## src/rtl/pc_stack_if.sv

```systemverilog
// pc_stack_if: decoder-side bundle for the program-counter sequencer.
//   master : drives stall, pc_op, cond, target; observes pc, sp, tos and flags
//   slave  : the sequencer itself (pc_stack_unit)
// Signals:
//   stall      hold all sequencer state this cycle
//   pc_op      000 INC, 001 JMP, 010 BR, 011 CALL, 100 RET, others INC
//   cond       branch condition for BR
//   target     absolute target (JMP/CALL) or signed offset (BR)
//   pc         current program counter (registered)
//   sp         number of valid return-stack entries, 0..DEPTH
//   tos        top-of-stack return address, 0 when the stack is empty
//   stack_ovf  sticky: CALL seen with the stack full
//   stack_unf  sticky: RET seen with the stack empty
interface pc_stack_if #(
  parameter int n     = 8,
  parameter int DEPTH = 4
);
  localparam int SPW = $clog2(DEPTH + 1);

  logic           stall;
  logic [2:0]     pc_op;
  logic           cond;
  logic [n-1:0]   target;
  logic [n-1:0]   pc;
  logic [SPW-1:0] sp;
  logic [n-1:0]   tos;
  logic           stack_ovf;
  logic           stack_unf;

  modport master (
    output stall, pc_op, cond, target,
    input  pc, sp, tos, stack_ovf, stack_unf
  );

  modport slave (
    input  stall, pc_op, cond, target,
    output pc, sp, tos, stack_ovf, stack_unf
  );
endinterface

```

## src/rtl/pc_stack_unit.sv

```systemverilog
// pc_stack_unit: parametrised program-counter sequencer with relative
// conditional branch and a register-based call/return stack.
// Ports:
//   clk    rising-edge system clock
//   reset  synchronous, active-high; loads RESET_VEC, empties the stack,
//          clears both sticky flags
//   bus    pc_stack_if.slave (see the interface file for signal list)
// All state is registered; pc has no combinational path from the inputs.
module pc_stack_unit #(
  parameter int           n         = 8,
  parameter int           DEPTH     = 4,
  parameter logic [n-1:0] RESET_VEC = '0
) (
  input  logic     clk,
  input  logic     reset,
  pc_stack_if.slave bus
);
  localparam int             SPW      = $clog2(DEPTH + 1);
  localparam logic [SPW-1:0] DEPTH_SP = SPW'(DEPTH);

  typedef enum logic [2:0] {
    OP_INC  = 3'b000,
    OP_JMP  = 3'b001,
    OP_BR   = 3'b010,
    OP_CALL = 3'b011,
    OP_RET  = 3'b100
  } op_e;

  // Modulo-2^n relative add; the offset is two's complement, carries drop.
  function automatic logic [n-1:0] br_add(input logic [n-1:0] base,
                                          input logic signed [n-1:0] off);
    return base + $unsigned(off);
  endfunction

  logic [n-1:0]   pc_p0;
  logic [SPW-1:0] sp_p0;
  logic           ovf_p0;
  logic           unf_p0;
  logic [n-1:0]   mem [DEPTH];

  logic [n-1:0]   pc_inc;
  logic [n-1:0]   tos_c;
  logic [n-1:0]   pc_nx;
  logic [SPW-1:0] sp_nx;
  logic           ovf_nx;
  logic           unf_nx;
  logic           push;

  assign pc_inc = pc_p0 + n'(1);

  // Entries at or above sp are stale; only mem[sp-1] is ever visible.
  always_comb begin
    tos_c = '0;
    for (int i = 0; i < DEPTH; i++) begin
      if (sp_p0 == SPW'(i + 1)) tos_c = mem[i];
    end
  end

  always_comb begin
    pc_nx  = pc_inc;
    sp_nx  = sp_p0;
    ovf_nx = ovf_p0;
    unf_nx = unf_p0;
    push   = 1'b0;
    case (op_e'(bus.pc_op))
      OP_JMP: pc_nx = bus.target;
      OP_BR:  if (bus.cond) pc_nx = br_add(pc_p0, bus.target);
      OP_CALL: begin
        // A full stack still takes the jump; only the return is lost.
        pc_nx = bus.target;
        if (sp_p0 < DEPTH_SP) begin
          push  = 1'b1;
          sp_nx = sp_p0 + SPW'(1);
        end else begin
          ovf_nx = 1'b1;
        end
      end
      OP_RET: begin
        if (sp_p0 != '0) begin
          pc_nx = tos_c;
          sp_nx = sp_p0 - SPW'(1);
        end else begin
          unf_nx = 1'b1;
        end
      end
      default: pc_nx = pc_inc;
    endcase
  end

  // Stage p0: architectural state register
  always_ff @(posedge clk) begin
    if (reset) begin
      pc_p0  <= RESET_VEC;
      sp_p0  <= '0;
      ovf_p0 <= 1'b0;
      unf_p0 <= 1'b0;
    end else if (!bus.stall) begin
      pc_p0  <= pc_nx;
      sp_p0  <= sp_nx;
      ovf_p0 <= ovf_nx;
      unf_p0 <= unf_nx;
    end
  end

  // Return addresses are data: written on push, never reset.
  always_ff @(posedge clk) begin
    if (!reset && !bus.stall && push) begin
      for (int i = 0; i < DEPTH; i++) begin
        if (sp_p0 == SPW'(i)) mem[i] <= pc_inc;
      end
    end
  end

  assign bus.pc        = pc_p0;
  assign bus.sp        = sp_p0;
  assign bus.tos       = tos_c;
  assign bus.stack_ovf = ovf_p0;
  assign bus.stack_unf = unf_p0;
endmodule

```

## src/flat_wrapper.sv

```systemverilog
// flat-port wrapper written by rule: the top's interface ports become plain ports
module pc_stack_unit_flat 
#(
  parameter int           n         = 8,
  parameter int           DEPTH     = 4,
  parameter logic [n-1:0] RESET_VEC = '0
)
  (clk, reset, bus_stall, bus_pc_op, bus_cond, bus_target, bus_pc, bus_sp, bus_tos, bus_stack_ovf, bus_stack_unf);
  pc_stack_if #(.n(n), .DEPTH(DEPTH)) bus_i ();
  input  logic clk;
  input  logic reset;
  input wire logic [$bits(bus_i.stall)-1:0] bus_stall;
  input wire logic [$bits(bus_i.pc_op)-1:0] bus_pc_op;
  input wire logic [$bits(bus_i.cond)-1:0] bus_cond;
  input wire logic [$bits(bus_i.target)-1:0] bus_target;
  output wire logic [$bits(bus_i.pc)-1:0] bus_pc;
  output wire logic [$bits(bus_i.sp)-1:0] bus_sp;
  output wire logic [$bits(bus_i.tos)-1:0] bus_tos;
  output wire logic [$bits(bus_i.stack_ovf)-1:0] bus_stack_ovf;
  output wire logic [$bits(bus_i.stack_unf)-1:0] bus_stack_unf;
  assign bus_i.stall = bus_stall;
  assign bus_i.pc_op = bus_pc_op;
  assign bus_i.cond = bus_cond;
  assign bus_i.target = bus_target;
  assign bus_pc = bus_i.pc;
  assign bus_sp = bus_i.sp;
  assign bus_tos = bus_i.tos;
  assign bus_stack_ovf = bus_i.stack_ovf;
  assign bus_stack_unf = bus_i.stack_unf;
  pc_stack_unit #(.n(n), .DEPTH(DEPTH), .RESET_VEC(RESET_VEC)) u_core (.clk(clk), .reset(reset), .bus(bus_i));
endmodule
```

## config.mk

```make
export PLATFORM = sky130hd
export DESIGN_NAME = pc_stack_unit_flat
export DESIGN_NICKNAME = d
export VERILOG_FILES = /design/src/rtl/pc_stack_if.sv /design/src/rtl/pc_stack_unit.sv /design/src/flat_wrapper.sv
export SDC_FILE = /design/constraint.sdc
export NUM_CORES = 1
export LEC_CHECK = 0
export BUFFER_PORTS_ARGS = -buffer_cell sky130_fd_sc_hd__buf_2
export CAP_MARGIN = 20
export CORE_MARGIN = 1
export CORE_UTILIZATION = 52
export DETAILED_ROUTE_END_ITERATION = 16
export GPL_TIMING_DRIVEN = 1
export PLACE_DENSITY = 0.74
export SLEW_MARGIN = 10
export SYNTH_ARGS = -nofsm -noshare
export SYNTH_HDL_FRONTEND = slang
export SYNTH_SLANG_ARGS = --single-unit
export TNS_END_PERCENT = 5
```

## constraint.sdc

```tcl
create_clock -name clk -period 2.18 [get_ports clk]
set_clock_uncertainty 0.1 [all_clocks]
set_input_delay 0.436 -clock clk [delete_from_list [all_inputs] [get_ports clk]]
set_output_delay 0.436 -clock clk [all_outputs]
set_load 0.005 [all_outputs]
```

=== After elaboration in Yosys (flattened, before gate mapping) ===
Memory sizes are Yosys's and may differ from the RTL's.
Cells that the tools add are included.

* Output and inout bits: 21
* Logic and storage cells: 70
* Register bits after elaboration: 13
* Bits of input ports: 15
* Memory bits (writable): 32
* Memories: 1

* Reduce and logical (&&, ||, !) cells: 14
* Add/subtract/negate cells: 4
* Equal/unequal tests: 10
* Magnitude comparators: 1
* Muxes and demuxes: 33
* Bitwise operators: 3

{| class="wikitable"
|+ Memory list
! memory !! words !! bits a word !! read ports !! clocked after Yosys merged registers in !! wr ports !! line !! text
|-
| u_core.mem || 4 || 8 || 4 || 0 || 1 || pc_stack_unit.sv:39 || <nowiki>logic [n-1:0] mem [DEPTH];</nowiki>
|}

{| class="wikitable"
|+ Operator list
! cell !! count
|-
| 2-to-1 mux 8 bit || 9
|-
| case mux 8 bit (3 select lines) || 1
|-
| OR reduction 8 bit || 3
|-
| 2-to-1 mux 1 bit || 17
|-
| equality test 3 x 2 -> 1 bit, second input constant || 4
|-
| adder 8 x 1 -> 8 bit, second input constant || 1
|-
| adder 8 bit || 1
|-
| equality test 3 x 1 -> 1 bit, second input constant || 2
|-
| equality test 3 bit, second input constant || 2
|-
| 2-to-1 mux 2 bit || 3
|-
| 2-to-1 mux 3 bit || 2
|-
| case mux 3 bit (2 select lines) || 1
|-
| AND reduction 3 bit || 2
|-
| inequality test 2 x 1 -> 1 bit, second input constant || 2
|-
| AND reduction 4 bit || 1
|-
| adder 3 x 1 -> 3 bit, second input constant || 1
|-
| logical NOT 3 bit || 1
|-
| less-than comparator 3 bit, second input constant || 1
|-
| NOT 1 bit || 3
|-
| nonzero test 3 bit || 1
|-
| subtractor 3 x 1 -> 3 bit, second input constant || 1
|-
| logical AND 1 bit || 2
|-
| logical NOT 1 bit || 2
|-
| nonzero test 2 bit || 1
|-
| OR reduction 2 bit || 1
|}

=== Depth between registers and ports, before layout ===
Gate-level depths: netlist of the first run.

* Depth in word-level cells: 10
* Gate-level depth with buffers: 8
* Depth with buffers taken out: 8

=== Least setup slack after synthesis of the first run ===
Ideal clock, no wire load.

* Path kind: reg-to-reg
* From: register u_core.sp_p0[2], in the netlist u_core.bus.sp[2]
* To: register u_core.pc_p0[6], in the netlist u_core.bus.pc[6]
* Path buffers: 1
* Period minus slack after synthesis: 2.078 ns
* Path slack: 0.102 ns
* Data arrival time: 1.882 ns
* Required time: 1.985 ns
* Setup time: 0.095 ns
* Stages on the path, launching flop included: 9
* Cell sequence: dfxtp_1 -> inv_1 -> ha_1 -> clkbuf_1 -> nor4b_2 -> a221oi_1 -> a21oi_1 -> a221oi_1 -> a221oi_1

* Cells in the longest elaborated chain, start to end: 7
* Elaborated cells on any way between the ends: 11
* Those cells by class: eq/ne: 4; mux: 6; reduce/logical: 1

{| class="wikitable"
|+ Ends and longest elaborated chain
! element !! line !! text
|-
| start: declaration || pc_stack_unit.sv:36 || <nowiki>logic [SPW-1:0] sp_p0;</nowiki>
|-
| start signal: assignment || pc_stack_unit.sv:99 || <nowiki>sp_p0 <= sp_nx;</nowiki>
|-
| equality test 3 x 1 -> 1 bit || pc_stack_unit.sv:55 || <nowiki>if (sp_p0 == SPW'(i + 1)) tos_c = mem[i];</nowiki>
|-
| 2-to-1 mux 8 bit (3 in series) || pc_stack_unit.sv:55 ||
|-
| 2-to-1 mux 8 bit (*) || pc_stack_unit.sv:55 ||
|-
| named net bus_tos[6] || flat_wrapper.sv:18 || <nowiki>output wire logic [$bits(bus_i.tos)-1:0] bus_tos;</nowiki>
|-
| 2-to-1 mux 8 bit (*) || pc_stack_unit.sv:79 || <nowiki>if (sp_p0 != '0) begin</nowiki>
|-
| case mux 8 bit (3 select lines) (*) || pc_stack_unit.sv:65 || <nowiki>case (op_e'(bus.pc_op))</nowiki>
|-
| end signal: assignment || pc_stack_unit.sv:98 || <nowiki>pc_p0 <= pc_nx;</nowiki>
|-
| end: declaration || pc_stack_unit.sv:35 || <nowiki>logic [n-1:0] pc_p0;</nowiki>
|}

Mark *: on every way through the listed nets, which the timed path passes. The rest lies on a longest branch.
A chain may end at the register's enable or synchronous reset.

=== Final worst setup path of the first run ===
* From: register u_core.sp_p0[1], in the netlist u_core.bus.sp[1]
* To: output port bus_tos[6]

* Cells in the longest elaborated chain, start to end: 5
* Elaborated cells on any way between the ends: 8
* Those cells by class: eq/ne: 4; mux: 4

{| class="wikitable"
|+ Ends and longest elaborated chain
! element !! line
|-
| equality test 3 x 1 -> 1 bit || pc_stack_unit.sv:55
|-
| 2-to-1 mux 8 bit (3 in series) || pc_stack_unit.sv:55
|-
| 2-to-1 mux 8 bit (*) || pc_stack_unit.sv:55
|-
| end: declaration || flat_wrapper.sv:18
|}

Every way passes the cells marked *; elsewhere a longest branch is shown, timed or not.

==> flow_summary.json, run 1 <==
{
  "outcome": "finished, violations left",
  "violations": "DRC, setup timing",
  "ant_nets": 0,
  "ios": 36,
  "power_w": 0.00188,
  "fin_tns_setup_ns": -1.52,
  "drv_slew": 0,
  "setup_viol": 9,
  "required_ns": 1.64,
  "max_slew_margin_pct": 67.1,
  "synth_warnings": 0,
  "worst_pin_slew_ns": 0.490,
  "min_path_cells": 3,
  "dieHeight_um": 71.4,
  "max_freq_mhz": 418,
  "core_region_area_um2": 4500,
  "synth_edf_count": 32,
  "path_cells": "buf_6 -> ha_4 -> nor4b_4 -> a221oi_1 -> a21oi_1 -> buf_2",
  "grt_overflow": 0,
  "ir_drop_uv": 286,
  "die_w_um": 71.4,
  "die_area_um2": 5100,
  "initial_core_util_pct": 55.6,
  "drive_gt1_share_pct": 34.6,
  "synth.top_cell.area_share_pct": 38.4,
  "num_rows": 24,
  "finalWorstSetupSlack_ns": -0.214,
  "synthArstFlopShare_pct": 0,
  "ys_dominant_reg_cell": "edfxtp_1",
  "arrival_ns": 1.86,
  "worst-setup-path-type": "reg -> out",
  "stdcell_count": 347,
  "p_leak_nw": 1.28,
  "r2r_cells": 12,
  "grt_usage_pct": 24.1,
  "maxCapViolCount": 0,
  "cts_tree": "done",
  "path_clk_slew_ns": 0.08,
  "cts_made_buffers": 5,
  "synth_nets": 257,
  "synthCells": 227,
  "startpoint_type": "flip-flop",
  "synth_top_area_cell": "edfxtp_1",
  "drtIter0Drc": 163,
  "cts_buffer_depth": 2,
  "critPathSlowestCell": "nor4b_4",
  "min_period_over_period_pct": 110,
  "powerDensity_nw_per_um2": 585,
  "max_stage_delay_ns": 0.37,
  "avgSynthCellArea_um2": 11.0,
  "fin_util_pct": 71.4,
  "routed_via_density": 5.82,
  "clock_sinks": 45,
  "hold_viol": 0,
  "gp_congestion": 0.840,
  "synth.distinct_cells": 50,
  "dp_cells": 332,
  "portBuffers": 35,
  "vias": 2018,
  "htreeDepth": 2,
  "clock_latency_ns": 0.30,
  "synth-seq-area-share_pct": 48.8,
  "grt_pass1_wl_um": 9310,
  "worstSetupEndpointType": "primary output",
  "nNetsFinal": 324,
  "wl_per_cell_um": 16.5,
  "critPathMaxFanout": 6,
  "wl_um": 5730,
  "dp_slack_ns": -0.121,
  "dp_hpwl_um": 4190,
  "diodes": 0,
  "drc_errors": 2,
  "min_period_ns": 2.39,
  "antenna_found_initial": 0,
  "min_path_type": "in -> reg",
  "first_pass_iters": 10,
  "synth_area_um2": 2500,
  "yosys_register_bits": 45,
  "root_buffer": "clkbuf_8",
  "postCtsHoldBufs": 0,
  "syn_to_final_growth_pct": 28.3,
  "grt_pass1_vias": 1922,
  "rsz0062_at_grt": "true",
  "grt_max_degree": 21,
  "yosys-top-cells-area": "edfxtp_1 38%, dfxtp_1 10%, ha_1 7.0%"
}
-- registers in the layout, summed over array words and instances, names as in the netlist --
signal / cells
u_core.bus.pc: 8
u_core.bus.stack_unf: 1
u_core.mem: 32
u_core.bus.stack_ovf: 1
u_core.bus.sp: 3
-- layout make-up --
type / count / area (um^2)
timing repair buffer: 69 / 457
multi-input combinational: 160 / 1300
inverter: 13 / 48.8
sequential: 45 / 1230
fill: 314 / 1290
clock buffer: 6 / 72.6
clock inverter: 2 / 38.8
tap: 52 / 65.1
-- stage by stage --
step           cell area [um^2]  hold WS (ns)
2_1_floorplan              2500         0.361
3_3_place_gp               2910         0.348
3_5_place_dp               2910         0.359
4_1_cts                    3170         0.353
5_1_grt                    3210         0.389
6_report                   3210         0.351
-- worst max-delay path: cells and delay by family (launching register included) --
family                   cells  cell delay, ns
AO/OA/AOI/OAI                2            0.36
AND/OR/NAND/NOR              1            0.37
flip-flops                   1            0.36
adder cells (fa/ha/maj)      1            0.18
buffers and inverters        2            0.29
-- metal layers --
layer	vias to the layer above	track usage [%]	wire length, um	part of all wire (%)
met5	-	0	0	0
met4	0	9.11	70	1.2
met3	5	2.95	308	5.4
met2	67	37.6	2620	46
met1	937	34.7	2720	48
li1	1009	-	-	-
-- path summary, 6_finish.rpt --
path / from / to / slack, ns
hold / removal: bus_target[5] / u_core.bus.pc[5]$_SDFFE_PP0N_ / 0.35
setup / recovery: u_core.bus.sp[1]$_SDFFE_PP0P_ / bus_tos[6] / -0.21
setup reg to reg: u_core.bus.sp[1]$_SDFFE_PP0P_ / u_core.bus.pc[7]$_SDFFE_PP0N_ / -0.10
hold reg to reg: u_core.bus.stack_ovf$_SDFFE_PP0P_ / u_core.bus.stack_ovf$_SDFFE_PP0P_ / 0.37
-- cell usage after synthesis, types with 2 or more instances --
| cell type | number |
|---|---|
| a311oi_1 | 2 |
| xnor2_1 | 7 |
| a211oi_1 | 8 |
| a221o_1 | 3 |
| o21ai_1 | 2 |
| nor3_1 | 3 |
| dfxtp_1 | 13 |
| clkbuf_1 | 4 |
| edfxtp_1 | 32 |
| ha_1 | 14 |
| and2_1 | 7 |
| o22ai_1 | 2 |
| buf_2 | 4 |
| nand3b_1 | 2 |
| nor4_1 | 2 |
| a221oi_1 | 13 |
| a22oi_1 | 3 |
| a21o_1 | 4 |
| a21oi_1 | 9 |
| nand2_1 | 11 |
| inv_1 | 13 |
| o31ai_1 | 3 |
| nor2_1 | 16 |
| a211o_1 | 2 |
| nor2b_1 | 8 |
| o21ai_0 | 3 |
| and3b_1 | 3 |
| mux2i_1 | 2 |
| a31oi_1 | 3 |
| xor2_1 | 2 |
| or3_1 | 3 |
| nand3_1 | 5 |
| a32oi_1 | 2 |
-- layout by cell type (no fill, tap or decap), drive strengths merged, types with 3 or more instances in the layout --
master  netlist  final
o21ai         5      5
nor2         17     17
a221o         3      3
dfxtp        13     13
edfxtp       32     32
inv          13     13
o31ai         3      3
a31oi         3      3
buf           5     69
a21o          4      4
and2          7      7
a22oi         3      3
or3           3      3
nand2        11     11
nor2b         8      8
nand3         6      6
clkbuf        4      6
a21oi         9      9
xnor2         8      8
a211oi        8      8
ha           14     14
nor3          3      3
a221oi       13     13
and3b         3      3
-- cells by family (layout without fill, tap and decap cells) --
logic type	count (synthesis)	after routing	synth area share (%)
AO/OA/AOI/OAI	66	66	20.1
XOR/XNOR	10	10	3.80
adder cells (fa/ha/maj)	15	15	7.79
buffers and inverters	22	90	3.50
flip-flops	45	45	48.8
multiplexers	2	2	0.799
AND/OR/NAND/NOR	67	67	15.2
-- what timing repair did --
action / 4_1_cts / 5_1_grt
cloned: 0 / 0
pin swaps: 7 / 5
endpoints found under the setup margin: 10 / 13
endpoints found under the hold margin: 0 / 0
gates resized for setup: 26 / 8
setup buffers: 6 / 1
-- report_power, final --
part           total, W  internal [W]  leakage (nW)  switching, W
combinational  0.000298      0.000144         0.830      0.000153
sequential     0.000959      0.000937         0.398     0.0000223
clock          0.000624      0.000344        0.0554      0.000280
total           0.00188       0.00143          1.28      0.000456
(Power assumes the default switching activity.)
==> run 2: changes to the inputs <==
Clock period 2.18 ns to 2.4 ns, I/O delays scaled along.
==> flow_summary.json, run 2 (same netlist as run 1, synthesis figures left out) <==
{
  "outcome": "finished, violations left",
  "violations": "DRC, setup timing",
  "max_freq_mhz": 412,
  "grt_usage_pct": 24.4,
  "diodes": 0,
  "arrival_ns": 1.85,
  "drtIter0Drc": 180,
  "max_stage_delay_ns": 0.37,
  "core_region_area_um2": 4500,
  "min_period_ns": 2.43,
  "min_path_type": "reg -> reg",
  "power.internal_w": 0.00131,
  "startpoint_type": "flip-flop",
  "worst_pin_slew_ns": 0.486,
  "design_area_um2": 3150,
  "vias": 2023,
  "htreeDepth": 2,
  "rsz0062_at_grt": "true",
  "powerDensity_nw_per_um2": 547,
  "path_cells": "ha_4 -> ha_4 -> buf_6 -> buf_4 -> a221oi_1 -> a21oi_1 -> buf_2",
  "setup_viol": 2,
  "power_w": 0.00172,
  "cpMostUsedCell": "ha_4",
  "critPathSlowestCell": "dfxtp_4",
  "r2r_setup_slack_ns": 0.14,
  "cts_buffer_depth": 2,
  "dp_hpwl_um": 4200,
  "final_common_cell": "buf_2",
  "antenna_found_initial": 0,
  "final_cell_mix": "35 x buf_2, 32 x edfxtp_1, 20 x buf_4, 15 x nor2_1, 12 x inv_1",
  "maxCapViolCount": 0,
  "postCtsHoldBufs": 0,
  "path_clk_slew_ns": 0.08,
  "largest_register": "u_core.mem",
  "initial_core_util_pct": 55.6,
  "max_slew_margin_pct": 67.4,
  "worst-setup-path-type": "reg -> out",
  "wl_um": 5970,
  "clock_sinks": 45,
  "ios": 36,
  "cp_num_buf_inv": 3,
  "drv_slew": 0,
  "cts_made_buffers": 5,
  "ant_nets": 0,
  "critPathMaxFanout": 10,
  "clock_latency_ns": 0.29,
  "worstSetupEndpointType": "primary output",
  "power.share.sequential_pct": 50.6,
  "die_area_um2": 5100,
  "p_sw_w": 0.000409,
  "drive_gt1_share_pct": 32.5,
  "drc_errors": 2,
  "finalWorstSetupSlack_ns": -0.0288,
  "wl_per_cell_um": 17.6,
  "grt_max_degree": 21,
  "largest_register_ffs": 32,
  "gp_congestion": 0.848,
  "min_period_over_period_pct": 101,
  "syn_to_final_growth_pct": 25.6,
  "pwr-share-comb_pct": 15.1,
  "hold_viol": 0,
  "grt_pass1_vias": 1896,
  "portBuffers": 35,
  "first_pass_iters": 10,
  "stdcell_count": 338,
  "p_leak_nw": 1.23,
  "routed_via_density": 5.99,
  "cts_tree": "done",
  "p_clk_share_pct": 34.3,
  "root_buffer": "clkbuf_8",
  "dieHeight_um": 71.4,
  "path_delay_family": "buffers and inverters",
  "dp_cells": 319,
  "num_rows": 24,
  "die_w_um": 71.4,
  "placed_area_um2": 2810,
  "ir_drop_uv": 324,
  "switching_share_pct": 23.8,
  "required_ns": 1.82,
  "grt_overflow": 0,
  "nNetsFinal": 315,
  "grt_pass1_wl_um": 9490
}
run 2: metal layers:
| layer | wire length [um] | global-route usage [%] | vias to the layer above | share of wire, % |
|---|---|---|---|---|
| met2 | 2790 | 38.0 | 75 | 47 |
| met1 | 2730 | 35.2 | 953 | 46 |
| met4 | 63 | 6.67 | 0 | 1.1 |
| met5 | 0 | 0 | - | 0 |
| met3 | 381 | 4.50 | 6 | 6.4 |
| li1 | - | - | 989 | - |
run 2: worst reg2reg max path, cell delays in order (launching register included):
cell and delay [ns]:
dfxtp_4 0.37, ha_4 0.17, ha_4 0.17, buf_6 0.13
nor2_2 0.13, a32oi_1 0.13, a31oi_1 0.26, buf_4 0.16
buf_6 0.08, buf_6 0.08, buf_6 0.08, buf_6 0.08
nand2_2 0.03, a311oi_1 0.20
run 2: final timing paths:
| check | cells after the start | to | start |
|---|---|---|---|
| max | 7 | bus_tos[5] | u_core.bus.sp[0]$_SDFFE_PP0P_ |
| min reg2reg | 2 | u_core.bus.stack_ovf$_SDFFE_PP0P_ | u_core.bus.stack_ovf$_SDFFE_PP0P_ |
| max reg2reg | 13 | u_core.bus.pc[7]$_SDFFE_PP0N_ | u_core.bus.sp[0]$_SDFFE_PP0P_ |
| min | 2 | u_core.bus.stack_ovf$_SDFFE_PP0P_ | u_core.bus.stack_ovf$_SDFFE_PP0P_ |
run 2: layout make-up:
class                   count  area [um^2]
repair buffers             60          382
clock buffers               6         82.6
well taps                  52         65.1
clock inverters             2         37.5
multi-input cells         160         1300
flip-flops and latches     45         1230
inverters                  13         48.8
fillers                   336         1360
run 2: power groups by stage:
stage                     logic, W  clock network (W)  registers, W
after global placement    0.000227                  0      0.000888
after global routing      0.000283           0.000633      0.000873
final                     0.000259           0.000590      0.000871
after floorplan           0.000150                  0      0.000886
after CTS                 0.000253           0.000596      0.000870
after detailed placement  0.000232                  0      0.000888
run 2: what timing repair did:
action | in CTS | in global routing
endpoints found under the hold margin | 0 | 0
buffers inserted | 12 | 0
endpoints found under the setup margin | 8 | 9
gates cloned | 0 | 0
gates resized for setup | 25 | 6
pin swaps | 5 | 2
run 2: through the flow:
stage / setup slack, ns / TNS [ns] / utilization, % / hold slack, ns
floorplan: 0.295 / 0 / - / 0.361
global placement: 0.105 / 0 / 62.4 / 0.347
detailed placement: 0.0626 / 0 / 62.4 / 0.354
CTS: -0.0117 / -0.0226 / 69.3 / 0.373
global route: -0.128 / -0.681 / 69.9 / 0.389
finish: -0.0288 / -0.0319 / 69.9 / 0.366
